### src/rtl/icetap_pkg.sv
// Shared FSM encoding for the icetap sample-capture stage.
package icetap_pkg;

  localparam int STATE_W = 3;

  typedef enum logic [STATE_W-1:0] {
    IDLE  = 3'd0,
    ARMED = 3'd1,
    POST  = 3'd2,
    DONE  = 3'd3
  } state_t;

endpackage

### src/rtl/icetap_sample_ram.sv
// Simple dual-port sample RAM: one write port, one registered read port, no array reset.
module icetap_sample_ram #(
  parameter int W         = 1,
  parameter int DEPTH     = 256,
  parameter int ADDR_BITS = 8
) (
  input  logic                 clk,
  input  logic                 we,
  input  logic [ADDR_BITS-1:0] waddr,
  input  logic [W-1:0]         wdata,
  input  logic [ADDR_BITS-1:0] raddr,
  output logic [W-1:0]         rdata
);

  logic [W-1:0] mem [DEPTH];

  always_ff @(posedge clk) begin
    if (we) mem[waddr] <= wdata;
    rdata <= mem[raddr];
  end

endmodule

### src/rtl/icetap_capture.sv
// Circular capture of signals_in around a one-bit trigger, with pre/post depth,
// plus a logical read port that presents the oldest held sample at index 0.
module icetap_capture
  import icetap_pkg::*;
#(
  parameter int NR_SIGNALS = 1,
  parameter int DEPTH      = 256,
  parameter int ADDR_BITS  = 8
) (
  input  logic                  clk,
  input  logic                  reset_,
  input  logic [NR_SIGNALS-1:0] signals_in,
  input  logic                  arm,
  input  logic                  abort,
  input  logic                  trigger,
  input  logic                  store,
  input  logic [ADDR_BITS-1:0]  post_cnt,
  input  logic [ADDR_BITS-1:0]  rd_addr,
  output logic [NR_SIGNALS-1:0] rd_data,
  output logic [STATE_W-1:0]    state_o,
  output logic                  done,
  output logic [ADDR_BITS:0]    num_samples,
  output logic [ADDR_BITS-1:0]  trigger_pos
);

  localparam logic [ADDR_BITS:0] FULL = (ADDR_BITS+1)'(DEPTH);

  state_t               state_q, state_d;
  logic [ADDR_BITS-1:0] wr_ptr_q, wr_ptr_d;
  logic [ADDR_BITS:0]   num_q, num_d;
  logic [ADDR_BITS-1:0] post_left_q, post_left_d;
  logic [ADDR_BITS-1:0] trig_abs_q, trig_abs_d;
  logic                 we;
  logic                 rd_zero_q;
  logic [ADDR_BITS-1:0] start;
  logic [NR_SIGNALS-1:0] ram_q;

  always_ff @(posedge clk) begin
    if (!reset_) begin
      state_q     <= IDLE;
      wr_ptr_q    <= '0;
      num_q       <= '0;
      post_left_q <= '0;
      trig_abs_q  <= '0;
    end else begin
      state_q     <= state_d;
      wr_ptr_q    <= wr_ptr_d;
      num_q       <= num_d;
      post_left_q <= post_left_d;
      trig_abs_q  <= trig_abs_d;
    end
  end

  // The RAM output has no reset, so rd_data is forced to zero for the cycle after reset.
  always_ff @(posedge clk) rd_zero_q <= !reset_;

  always_comb begin
    state_d     = state_q;
    wr_ptr_d    = wr_ptr_q;
    num_d       = num_q;
    post_left_d = post_left_q;
    trig_abs_d  = trig_abs_q;
    we          = 1'b0;

    if (arm) begin
      state_d     = ARMED;
      wr_ptr_d    = '0;
      num_d       = '0;
      post_left_d = post_cnt;
    end else if (abort) begin
      state_d = IDLE;
    end else begin
      unique case (state_q)
        ARMED: begin
          if (trigger) begin
            we         = 1'b1;
            trig_abs_d = wr_ptr_q;
            state_d    = (post_left_q == '0) ? DONE : POST;
          end else if (store) begin
            we = 1'b1;
          end
        end
        POST: begin
          if (store) begin
            we          = 1'b1;
            post_left_d = post_left_q - ADDR_BITS'(1);
            if (post_left_q == ADDR_BITS'(1)) state_d = DONE;
          end
        end
        default: ;
      endcase
    end

    if (we) begin
      wr_ptr_d = wr_ptr_q + ADDR_BITS'(1);
      if (num_q != FULL) num_d = num_q + (ADDR_BITS+1)'(1);
    end
  end

  // Once the buffer has wrapped, the oldest sample sits at the write pointer.
  assign start       = (num_q == FULL) ? wr_ptr_q : '0;
  assign trigger_pos = trig_abs_q - start;

  icetap_sample_ram #(
    .W        (NR_SIGNALS),
    .DEPTH    (DEPTH),
    .ADDR_BITS(ADDR_BITS)
  ) u_ram (
    .clk  (clk),
    .we   (we),
    .waddr(wr_ptr_q),
    .wdata(signals_in),
    .raddr(start + rd_addr),
    .rdata(ram_q)
  );

  assign rd_data     = rd_zero_q ? '0 : ram_q;
  assign state_o     = state_q;
  assign done        = (state_q == DONE);
  assign num_samples = num_q;

endmodule

### config.mk
export PLATFORM = sky130hd
export DESIGN_NAME = icetap_capture
export DESIGN_NICKNAME = d
export VERILOG_FILES = /design/src/rtl/icetap_pkg.sv /design/src/rtl/icetap_sample_ram.sv /design/src/rtl/icetap_capture.sv
export SDC_FILE = /design/constraint.sdc
export NUM_CORES = 1
export LEC_CHECK = 0
export ABC_AREA = 0
export CAP_MARGIN = 0
export CORE_UTILIZATION = 56
export CTS_CLUSTER_DIAMETER = 80
export DETAILED_ROUTE_END_ITERATION = 8
export PLACE_DENSITY = 0.77
export SYNTH_ARGS = -nofsm -noshare
export SYNTH_HDL_FRONTEND = slang
export SYNTH_SLANG_ARGS = --single-unit
export TNS_END_PERCENT = 100
### constraint.sdc
create_clock -name clk -period 3.9 [get_ports clk]
set_input_delay 0.78 -clock clk [delete_from_list [all_inputs] [get_ports clk]]
set_output_delay 0.78 -clock clk [all_outputs]
set_load 0.02 [all_outputs]
==> impl_results.md <==
* Flop-to-flop setup slack at -0.15 ns
* Critical path destination: trigger_pos[6]
* Synthesized flop and latch total at 293
* Worst EP required at 3.12 ns
* CP max-delay cell: dfxtp_2
* Placed cell area at 15400 um^2
* RePlAce Congestion at roughly 0.85
* Detailed placement HPWL at 21000 um
* Final Critical Period at 4.05 ns
* PnR Total Power at about 6.8 mW
* Total CTS buffers at 30
* R2R Path Start: num_samples[1]$_SDFF_PN0_
* Worst-margin pin slew at 0.854 ns
* Top-area cell type share of the netlist area at 54.9%
* Top Family by Delay on Critical Path: simple AND/OR/NAND/NOR gates
* I/O pins at 45
* Final worst-path cycle share at 104%
* First-pass GRT wire length at 52900 um
* Worst vdd ir at 356 uV
* Hold Fails Final Rpt at 0
* Starting Density at 57.3%
* Main synth FF type: edfxtp_1
* Pleak at 5.96 nW
* Failing checks: negative setup slack
* Final #Nets at 1405
* Min Hold Slack at about 0.46 ns
* Crit. End Element: output port
* Hold Path Class: reg -> reg
* Bufs and invs on worst path at 5
* Worst slack, placed at -0.421 ns
* Vias per cell at roughly 6
* Crit path from: num_samples[1]$_SDFF_PN0_
* Final setup vio count at 4
* Fmax at roughly 250 MHz
* Initial DRT Pass Iterations at 7
* Clock-pin slew on the worst setup and hold paths at 0.06 ns
* Initial antenna violation count at 0
* Cell with the most instances after synthesis: nor2_1
* Mapped Area at 14000 um^2
* DIE HEIGHT at 160 um
* CP max stage delay at 0.33 ns
* Synth Instances at between 1000 and 1500
* Critical path type: reg -> out
* Crit start category: flop
* Initial DRC Count at ~860
* Layout filler cell count at 1749
* Share of cells above drive strength 1 at 15.5%
* IO Port Bufs at 43
* Bufs on Longest Clock Path at 3
* Async SR Flop Fraction at 0%
* Later-pin clock latency in the skew report at about 0.56 ns
* Vias in the first global route at roughly 10000
* Clock skew at 0.0104 ns
* Status: finished with violations
* Design Area, Final at ~17000 um^2
* Reg area at ~8400 um^2
* Final worst setup slack at -0.154 ns
* Largest net degree at the start of global routing at about 110
* Synth top area cells: edfxtp_1, mux2i_1, nor2_1
* Hold buffers post-CTS at 0
* Syn avg cell area at roughly 11 um^2
* Routed wire length at between 30000 and 40000 um
* Ys Warns at 0
* GR Overflow Total at 0
* Stages on the worst setup path at 17
* Commonest cells post-synth: nor2_1, edfxtp_1, mux2i_1, nand3_1, clkbuf_1
* Relative slew slack at 42.6%
* Power Density at around 400 nW/um^2
* Die area at 25700 um^2
* Synth-to-layout area growth at 20.1%
* R2r worst-path depth at 18
* Routed wire length per instance at 20.3 um
* Via count at 9989
* Placement row count at 57
* Clock root buffer: clkbuf_16
* Clk sinks at 293
* Antenna Cells at 0
* Yosys top cell by area: edfxtp_1
* Residual DRC at 0
* Yosys cell types at 49
* RSZ-0062 raised after global routing: true
* Max Slew Vio Count at 0
* Total global-route track usage at 26.8%
* Antenna Nets Post-Route at 0
* Syn Nets at 1304
* Post-layout util at between 60% and 70%
* Worst flop-to-flop path endpoint: u_ram.rdata$_DFF_P_
* DIE WIDTH at 160 um
* CP max FO at 4
* Number of enable flip-flop cells after synthesis at 256
* Maxcap violations at 0
* H-tree levels at 1
* Core ar. at 24500 um^2
* Cell Chain, Critical Path: inv_2 -> ha_4 -> nor4b_4 -> and4b_2 -> buf_4 -> buf_6 -> and2_4 -> ha_4 -> inv_2 -> fa_2 -> nand2_1 -> nand2_1 -> a21oi_2 -> o21bai_1 -> a21oi_2 -> xnor2_1 -> buf_2
* Seq/Total Area, Yosys at between 60% and 70%
* TritonCTS clock tree: built
* Worst EP arrival at 3.27 ns
* Multi-input gate area at 5330 um^2
## where the power goes
group / internal [mW] / switching [mW]
logic: 0.211 / 0.257
registers: 3.41 / 0.00839
clock network: 1.70 / 1.18
total: 5.32 / 1.45
## logic make-up (layout without fill, tap and decap cells)
family                   count (synthesis)  after routing  share of synthesized area, %
buffers and inverters                  112            237                          3.24
AO/OA/AOI/OAI                           67             67                          3.13
AND/OR/NAND/NOR                        569            569                          17.9
XOR/XNOR                                30             30                          1.88
flip-flops                             293            293                          60.1
other                                    1              1                        0.0268
multiplexers                           155            155                          11.2
adder cells (fa/ha/maj)                 27             27                          2.52
## metal layers
metal	vias up	share of wire (%)	global-route usage [%]
met2	417	50	46.7
met5	-	0	0
met1	4824	39	33.5
met4	0	3.6	9.83
met3	94	7.3	4.49
li1	4654	-	-
## stage by stage
step	std cells	setup TNS, ns
after floorplan	1254	0
after global routing	1703	-1.15
final	1703	-0.470
after CTS	1697	-0.192
after global placement	1631	-0.741
after detailed placement	1631	-1.03
## worst min path at each step
stage	from	endpoint	slack [ns]	cells past startpoint
2_1_floorplan	trig_abs_q[0]$_SDFFE_PN0P_	trig_abs_q[0]$_SDFFE_PN0P_	0.43	2
3_3_place_gp	trig_abs_q[0]$_SDFFE_PN0P_	trig_abs_q[0]$_SDFFE_PN0P_	0.44	2
3_5_place_dp	trig_abs_q[0]$_SDFFE_PN0P_	trig_abs_q[0]$_SDFFE_PN0P_	0.45	2
4_1_cts	trig_abs_q[0]$_SDFFE_PN0P_	trig_abs_q[0]$_SDFFE_PN0P_	0.46	2
5_1_grt	trig_abs_q[0]$_SDFFE_PN0P_	trig_abs_q[0]$_SDFFE_PN0P_	0.48	2
6_report	trig_abs_q[0]$_SDFFE_PN0P_	trig_abs_q[0]$_SDFFE_PN0P_	0.46	2
## flip-flops by register name (all words and copies together), names as in the netlist
signal,cells
u_ram.mem,256
num_samples,9
post_left_q,8
trig_abs_q,8
wr_ptr_q,8
state_o,2
rd_zero_q,1
u_ram.rdata,1
## cell usage in the layout (no fill, tap or decap), types with 10 or more instances in the layout
| cell type | count |
|---|---|
| a21oi_1 | 25 |
| buf_12 | 21 |
| buf_4 | 88 |
| clkbuf_16 | 32 |
| clkdlybuf4s50_1 | 35 |
| dfxtp_1 | 36 |
| edfxtp_1 | 256 |
| ha_1 | 20 |
| inv_1 | 19 |
| mux2_2 | 10 |
| mux2i_1 | 139 |
| nand2_1 | 46 |
| nand3_1 | 137 |
| nand4_1 | 34 |
| nor2_1 | 308 |
| nor2b_1 | 13 |
| xnor2_1 | 10 |
| xor2_1 | 17 |
## what timing repair did
| item | 4_1_cts | 5_1_grt |
|---|---|---|
| gates cloned | 1 | 2 |
| pin swaps | 17 | 10 |
| resized for setup | 60 | 24 |
| buffers inserted | 9 | 5 |
| endpoints found under the setup margin | 8 | 7 |
## worst register-to-register path: cells and delay by family (launching register included)
kind	cells	cell delay, ns
buffers and inverters	4	0.46
multiplexers	6	1.00
AND/OR/NAND/NOR	5	0.93
flip-flops	1	0.33
adder cells (fa/ha/maj)	3	1.21
## cell type report
cell class / count / area share (%)
inverter: 24 / 0.535
clock buffer: 38 / 4.70
sequential: 293 / 50.1
clock inverter: 18 / 1.20
multi-input combinational: 849 / 31.6
tap: 324 / 2.41
timing repair buffer: 157 / 9.44
No activity file was read; power rests on OpenSTA's default activity.
